[src/rtl/mips_pkg.sv]
// Shared constants and state encoding for the MIPS program loader.
package mips_pkg;

  localparam int IM_AW     = 10;
  localparam int IM_BYTES  = 1024;
  localparam int MAX_WORDS = IM_BYTES / 4;

  typedef enum logic [2:0] {
    LEN_HI = 3'd0,
    LEN_LO = 3'd1,
    DATA   = 3'd2,
    CSUM   = 3'd3,
    DONE   = 3'd4,
    ERR    = 3'd5
  } load_state_e;

endpackage

[src/rtl/byte_packer.sv]
// Packs four consecutive bytes, MSB first, into one 32-bit word.
// word is valid in the same cycle as the 4th byte (word_valid pulse).
module byte_packer (
  input  logic        clk,
  input  logic        rst,
  input  logic        clr,
  input  logic        byte_valid,
  input  logic [7:0]  byte_data,
  output logic [31:0] word,
  output logic        word_valid
);

  logic [1:0]  cnt;
  logic [23:0] shift;

  // Byte position counter and the three earlier bytes of the current word.
  always_ff @(posedge clk or posedge rst) begin
    if (rst) begin
      cnt   <= '0;
      shift <= '0;
    end else if (clr) begin
      cnt   <= '0;
      shift <= '0;
    end else if (byte_valid) begin
      cnt   <= cnt + 2'd1;
      shift <= {shift[15:0], byte_data};
    end
  end

  assign word       = {shift, byte_data};
  assign word_valid = byte_valid && (cnt == 2'd3);

endmodule

[src/rtl/mips_boot_loader.sv]
// Program loader: receives a framed byte stream, writes words into the
// instruction memory and releases the CPU once the checksum matches.
//
// state  | meaning
// LEN_HI | waiting for upper byte of word count
// LEN_LO | waiting for lower byte of word count
// DATA   | receiving data bytes, one IM write per 4 bytes
// CSUM   | waiting for checksum byte
// DONE   | load ok, CPU released; reload restarts
// ERR    | frame rejected; only rst leaves
module mips_boot_loader
  import mips_pkg::*;
#(
  parameter int IM_AW     = mips_pkg::IM_AW,
  parameter int MAX_WORDS = mips_pkg::MAX_WORDS
) (
  input  logic             clk,
  input  logic             rst,
  input  logic             in_valid,
  input  logic [7:0]       in_data,
  output logic             in_ready,
  input  logic             reload,
  output logic             im_we,
  output logic [IM_AW-1:0] im_addr,
  output logic [31:0]      im_wdata,
  output logic             cpu_rst,
  output logic             done,
  output logic             err
);

  localparam int WIDX_W = $clog2(MAX_WORDS + 1);

  load_state_e       state, state_nxt;
  logic [7:0]        len_hi;
  logic [15:0]       len;
  logic [15:0]       len_rx;
  logic [WIDX_W-1:0] word_idx;
  logic [7:0]        csum;
  logic              xfer;
  logic              restart;
  logic              last_word;
  logic              pack_valid;
  logic              word_valid;
  logic [31:0]       packed_word;

  assign in_ready   = !rst && (state inside {LEN_HI, LEN_LO, DATA, CSUM});
  assign xfer       = in_valid && in_ready;
  assign restart    = (state == DONE) && reload;
  assign len_rx     = {len_hi, in_data};
  assign last_word  = (word_idx == WIDX_W'(len - 16'd1));
  assign pack_valid = xfer && (state == DATA);

  byte_packer u_packer (
    .clk        (clk),
    .rst        (rst),
    .clr        (restart),
    .byte_valid (pack_valid),
    .byte_data  (in_data),
    .word       (packed_word),
    .word_valid (word_valid)
  );

  // State register.
  always_ff @(posedge clk or posedge rst) begin
    if (rst) state <= LEN_HI;
    else     state <= state_nxt;
  end

  // Next-state decode.
  always_comb begin
    state_nxt = state;
    case (state)
      LEN_HI: if (xfer) state_nxt = LEN_LO;
      LEN_LO: begin
        if (xfer) begin
          if (len_rx > 16'(MAX_WORDS)) state_nxt = ERR;
          else if (len_rx == 16'd0)    state_nxt = CSUM;
          else                         state_nxt = DATA;
        end
      end
      DATA:   if (word_valid && last_word) state_nxt = CSUM;
      CSUM:   if (xfer) state_nxt = (in_data == csum) ? DONE : ERR;
      DONE:   if (reload) state_nxt = LEN_HI;
      ERR:    state_nxt = ERR;
      default: state_nxt = LEN_HI;
    endcase
  end

  // Length capture, word index and running XOR of every non-checksum byte.
  always_ff @(posedge clk or posedge rst) begin
    if (rst) begin
      len_hi   <= '0;
      len      <= '0;
      word_idx <= '0;
      csum     <= '0;
    end else if (restart) begin
      len_hi   <= '0;
      len      <= '0;
      word_idx <= '0;
      csum     <= '0;
    end else begin
      if (xfer && state != CSUM)   csum   <= csum ^ in_data;
      if (xfer && state == LEN_HI) len_hi <= in_data;
      if (xfer && state == LEN_LO) len    <= len_rx;
      if (word_valid)              word_idx <= word_idx + 1'b1;
    end
  end

  // Registered IM write port, one strobe per completed word.
  always_ff @(posedge clk or posedge rst) begin
    if (rst) begin
      im_we    <= 1'b0;
      im_addr  <= '0;
      im_wdata <= '0;
    end else begin
      im_we <= word_valid;
      if (word_valid) begin
        im_addr  <= IM_AW'({word_idx, 2'b00});
        im_wdata <= packed_word;
      end
    end
  end

  // Core stays in reset under system reset and anywhere outside DONE.
  assign cpu_rst = rst || (state != DONE);
  assign done    = (state == DONE);
  assign err     = (state == ERR);

endmodule

[config.mk]
export PLATFORM = sky130hd
export DESIGN_NAME = mips_boot_loader
export DESIGN_NICKNAME = d
export VERILOG_FILES = /design/src/rtl/mips_pkg.sv /design/src/rtl/byte_packer.sv /design/src/rtl/mips_boot_loader.sv
export SDC_FILE = /design/constraint.sdc
export NUM_CORES = 1
export LEC_CHECK = 0
export CORE_ASPECT_RATIO = 0.75
export CORE_MARGIN = 2
export CORE_UTILIZATION = 40
export DETAILED_ROUTE_END_ITERATION = 12
export GPL_ROUTABILITY_DRIVEN = 0
export GPL_TIMING_DRIVEN = 0
export PLACE_DENSITY = 0.67
export SYNTH_ARGS = -nofsm -noshare
export SYNTH_HDL_FRONTEND = slang
export SYNTH_SLANG_ARGS = --single-unit
[constraint.sdc]
create_clock -name clk -period 3.25 [get_ports clk]
set_input_delay 0.325 -clock clk [delete_from_list [all_inputs] [get_ports clk]]
set_output_delay 0.325 -clock clk [all_outputs]
set_load 0.005 [all_outputs]
# Word level (Yosys, flattened, before mapping)
# Index checks and enable logic that the tools add are counted.
# op_classes
addsub	3
order_cmp	1
n_eq_ne	15
muxes	21
bitwise_logic	1
reduce_logical	20
# op_table
operator	count
$mux W24	2
$mux W9	4
$mux W8	4
$mux W3	6
$pmux W3 S6	1
$gt A16 B9 Y1 const B	1
$logic_not A16 Y1	1
$reduce_bool A2 Y1	5
$add A9 B1 Y9 const B	1
$eq A9 B9 Y1	1
$logic_and A1 B1 Y1	9
$sub A9 B1 Y9 const B	1
$eq A8 B8 Y1	1
$ne A2 B2 Y1 const B	4
$xor A8 B8 Y8	1
$eq A3 B2 Y1 const B	2
$eq A3 B3 Y1 const B	2
$reduce_and A5 Y1	1
$mux W2	2
$reduce_bool A4 Y1	1
$eq A3 B1 Y1 const B	1
$logic_not A3 Y1	1
$ne A3 B2 Y1 const B	1
$ne A3 B3 Y1 const B	1
other kinds (6)	7
# word_totals
register_bits	104
output_inout_bits	47

# Logic depth before layout (Yosys ltp)
# depth
depth_word	9
ltp_mapped	9

# Hierarchy
# A second synthesis with hierarchy kept.
# unflattened
hier_cells	420
hier_area_um2	4825.9
# modules_own_cells
module	instances	cells_each	area_per_inst_um2
mips_boot_loader	1	325	3667.3
byte_packer	1	95	1158.6

# Least setup slack after synthesis
# Ideal clock, no wire load.
# synth_path
path_type	input port to output port
start	input rst
end	output cpu_rst
t_arrival_ns	2.678
path_slack_ns	0.247
stages	2
path_buffers	0
path_cell_list	inv_1 nand2_1
# synth_via
elab_chain_cells	1
# synth_rtl
element	line_no	source
start, declared	mips_boot_loader.sv:18	input logic rst,
$logic_or A1 B1 Y1	mips_boot_loader.sv:125	assign cpu_rst = rst || (state != DONE);
end, declared	mips_boot_loader.sv:26	output logic cpu_rst,
# No other way between the ends.

# Worst setup path after layout
# layout_path
start	register state[1]
end	output done
# layout_via
elab_chain_cells	1
# layout_rtl
element	line_no	source
start, declared	mips_boot_loader.sv:33	load_state_e state, state_nxt;
start signal, assigned	mips_boot_loader.sv:66	else state <= state_nxt;
$eq A3 B3 Y1	mips_boot_loader.sv:126	assign done = (state == DONE);
end, declared	mips_boot_loader.sv:27	output logic done,
# No other way between the ends.

==> impl_metrics.csv <==
group,metric,value,unit
grt,antenna_found_initial,0,
cts,clk_latency,350,ps
worst_hold_path,holdPathEnd,"im_wdata[3]",
cells_and_area,finish.utilization,0.496,
worst_setup_path,r2r_cells,6,
detailed_routing,drt_iter0_markers,284,
cts,path_clk_slew,70,ps
worst_setup_path,arrival,1910,ps
cts,cts_root_buffer,"clkbuf_16",
detailed_routing,via_count,3774,
floorplanning,dieArea,12800,sq um
logic_synthesis,yosys_most_used_dff,"dfrtp_1",
pwr,power_density,639,nW/um^2
grt,top_usage_layer,"met2",
grt,track_usage,0.181,
grt,grt_max_degree,67,
cts,ctsHoldBuffers,0,
pwr,total_power,3680,uW
detailed_routing,ant_nets,0,
floorplanning,top_level_ports,59,
grt,grtUsageMet3,0.0489,
timing,period_share,0.689,
logic_synthesis,synth_area,4760,sq um
timing,min_period,2240,ps
floorplanning,fp.dieW,130,um
cells_and_area,nNetsFinal,605,
timing,slew_headroom,0.539,
timing,final.setup_skew,5.31,ps
cts,ctsResizeCount,0,
timing,max_freq,446,MHz
cts,post_cts_buffers,0,
cells_and_area,diodes,0,
placed_design,numPortBuffers,48,
cts,numCtsBuffers,9,
worst_setup_path,critPathKind,"reg -> out",
cts,htree_levels,3,
worst_setup_path,cp-start-kind,"flop",
floorplanning,core_area,11600,sq um
cells_and_area,drive_gt1_frac,0.0471,
worst_hold_path,hold_path_class,"in -> reg",
worst_setup_path,cp.required,2920,ps
cts,clockBufferDepth,2,
logic_synthesis,ys_seq_area_frac,0.547,
worst_setup_path,reg2reg_to,"word_idx[8]",
timing,tns,0,ps
timing,finalHoldViolCount,0,
worst_setup_path,timing.rr.start,"state[1]",
timing,rsz0062_at_grt,"no",
pwr,p_leak,0.00283,uW
logic_synthesis,synth_edf_count,0,
grt,grtUsageMet1,0.259,
logic_synthesis,syn_area_per_cell,8.99,sq um
cts,cts_tree,"built",
detailed_routing,dr.pass1.iters,5,
floorplanning,row_count,34,
logic_synthesis,yosysWarnings,0,
worst_setup_path,rrSetupSlack,1080,ps
floorplanning,die_h,98.4,um
detailed_routing,wl_per_cell,14.8,um
cells_and_area,areaGrowthSynthToFinish,21.1,%
worst_hold_path,holdPathStages,3,
grt,grt_pass1_vias,3628,
detailed_routing,drcViolationCount,0,
placed_design,hpwl,7710,um
worst_setup_path,critPathCaptureType,"output pin",
run,maxCapViolations,0,
timing,tightest_slew,691,ps
worst_hold_path,hp-start,"in_data[3]",
pwr,ir_drop,302,uV
timing,holdWs,406,ps
detailed_routing,routed_wl,11200,um
logic_synthesis,synth.distinct_cells,41,
cts,cts.sink_count,104,
grt,grt-ovfl-total,0,
floorplanning,start_util,0.410,
logic_synthesis,ys_ff_latch,104,
grt,grt_use_met2,0.269,
grt,grt_pass1_wl,18000,um
timing,drv_slew,0,
run_status,status,"complete, no violations",
worst_setup_path,crit_fanout,10,
logic_synthesis,async_reset_ff_frac,1.00,
logic_synthesis,synth_cells,529,
detailed_routing,routed_via_density,4.99,
timing,finalSetupViolations,0,
## flip-flops by register name, indices dropped and copies added, names as in the netlist
name / cells
u_packer.cnt: 2
len: 9
im_addr: 8
word_idx: 9
state: 3
len_hi: 8
im_we: 1
csum: 8
im_wdata: 32
u_packer.shift: 24
## how the worst max path moves through the flow
stage          depth (start not counted)          end  slack (ps)  startpoint
5_1_grt                                4      cpu_rst         920         rst
2_1_floorplan                          1      csum[0]         170         rst
3_3_place_gp                           4      cpu_rst       -1520         rst
6_report                               3         done        1010    state[1]
4_1_cts                                3         done        1010    state[1]
3_5_place_dp                           9  word_idx[8]         830         rst
## layout by cell type (no fill, tap or decap), drive strengths merged, types with 11 or more instances in the layout
| master | Yosys | routed |
|---|---|---|
| a21oi | 32 | 32 |
| buf | 11 | 12 |
| nand3 | 12 | 12 |
| mux2i | 18 | 18 |
| clkdlybuf4s50 | 0 | 48 |
| nand2 | 191 | 191 |
| o21ai | 23 | 23 |
| clkbuf | 28 | 40 |
| nor2 | 33 | 33 |
| dfrtp | 104 | 104 |
| xnor2 | 16 | 16 |
| xor2 | 11 | 11 |
## cell type report
type,count,area [sq um]
buffer,39,164
clock buffer,12,246
clock inverter,3,42.5
fill,1065,5850
inverter,8,37.5
multi-input combinational,379,1960
sequential,104,2600
tap,162,203
timing repair buffer,49,508
## Yosys cell counts, drive strengths merged, types with 2 or more instances
library cell / instances / area (sq um)
a21oi: 32 / 160
buf: 11 / 58.8
clkbuf: 28 / 105
dfrtp: 104 / 2600
ha: 3 / 37.5
inv: 7 / 26.3
mux2i: 18 / 180
nand2: 191 / 724
nand2b: 2 / 12.5
nand3: 12 / 60.1
nand3b: 2 / 15.0
nand4: 5 / 46.3
nor2: 33 / 140
nor3: 4 / 20.0
nor3b: 2 / 15.0
nor4: 5 / 31.3
o21ai: 23 / 115
or3: 4 / 25.0
xnor2: 16 / 140
xor2: 11 / 96.3
## stage by stage
| step | instances | setup WS, ps | instance area [sq um] |
|---|---|---|---|
| after floorplan | 530 | 174 | 4760 |
| after global placement | 740 | -1520 | 5440 |
| after detailed placement | 741 | 832 | 5470 |
| after CTS | 756 | 1010 | 5760 |
| after global routing | 756 | 922 | 5760 |
| final | 756 | 1010 | 5760 |
## per-layer routing
layer | vias to the layer above | share of wire
li1 | 1831 | -
met1 | 1835 | 0.49
met2 | 93 | 0.44
met3 | 15 | 0.057
met4 | 0 | 0.019
met5 | - | 0
## report_power, final
part | total [uW] | leakage (uW) | switching (uW) | internal (uW)
Sequential | 1620 | 0.00143 | 149 | 1470
Combinational | 990 | 0.00126 | 563 | 427
Clock | 1080 | 0.000139 | 464 | 613
Total | 3680 | 0.00283 | 1180 | 2510
## worst max-delay path, stage by stage, from the launching register on
cell	delay, ps
dfrtp_1	410
clkbuf_1	220
nor3b_1	370
clkdlybuf4s50_1	570
## logic make-up (layout without fill, tap and decap cells)
logic type | Yosys count | count (layout) | share of synthesized area
XOR/XNOR | 27 | 27 | 0.0497
buffers and inverters | 47 | 111 | 0.0418
AO/OA/AOI/OAI | 64 | 64 | 0.0736
flip-flops | 104 | 104 | 0.547
other | 1 | 2 | 0.000788
multiplexers | 18 | 18 | 0.0379
AND/OR/NAND/NOR | 265 | 265 | 0.241
adder cells (fa/ha/maj) | 3 | 3 | 0.00789
(Power assumes the default switching activity.)
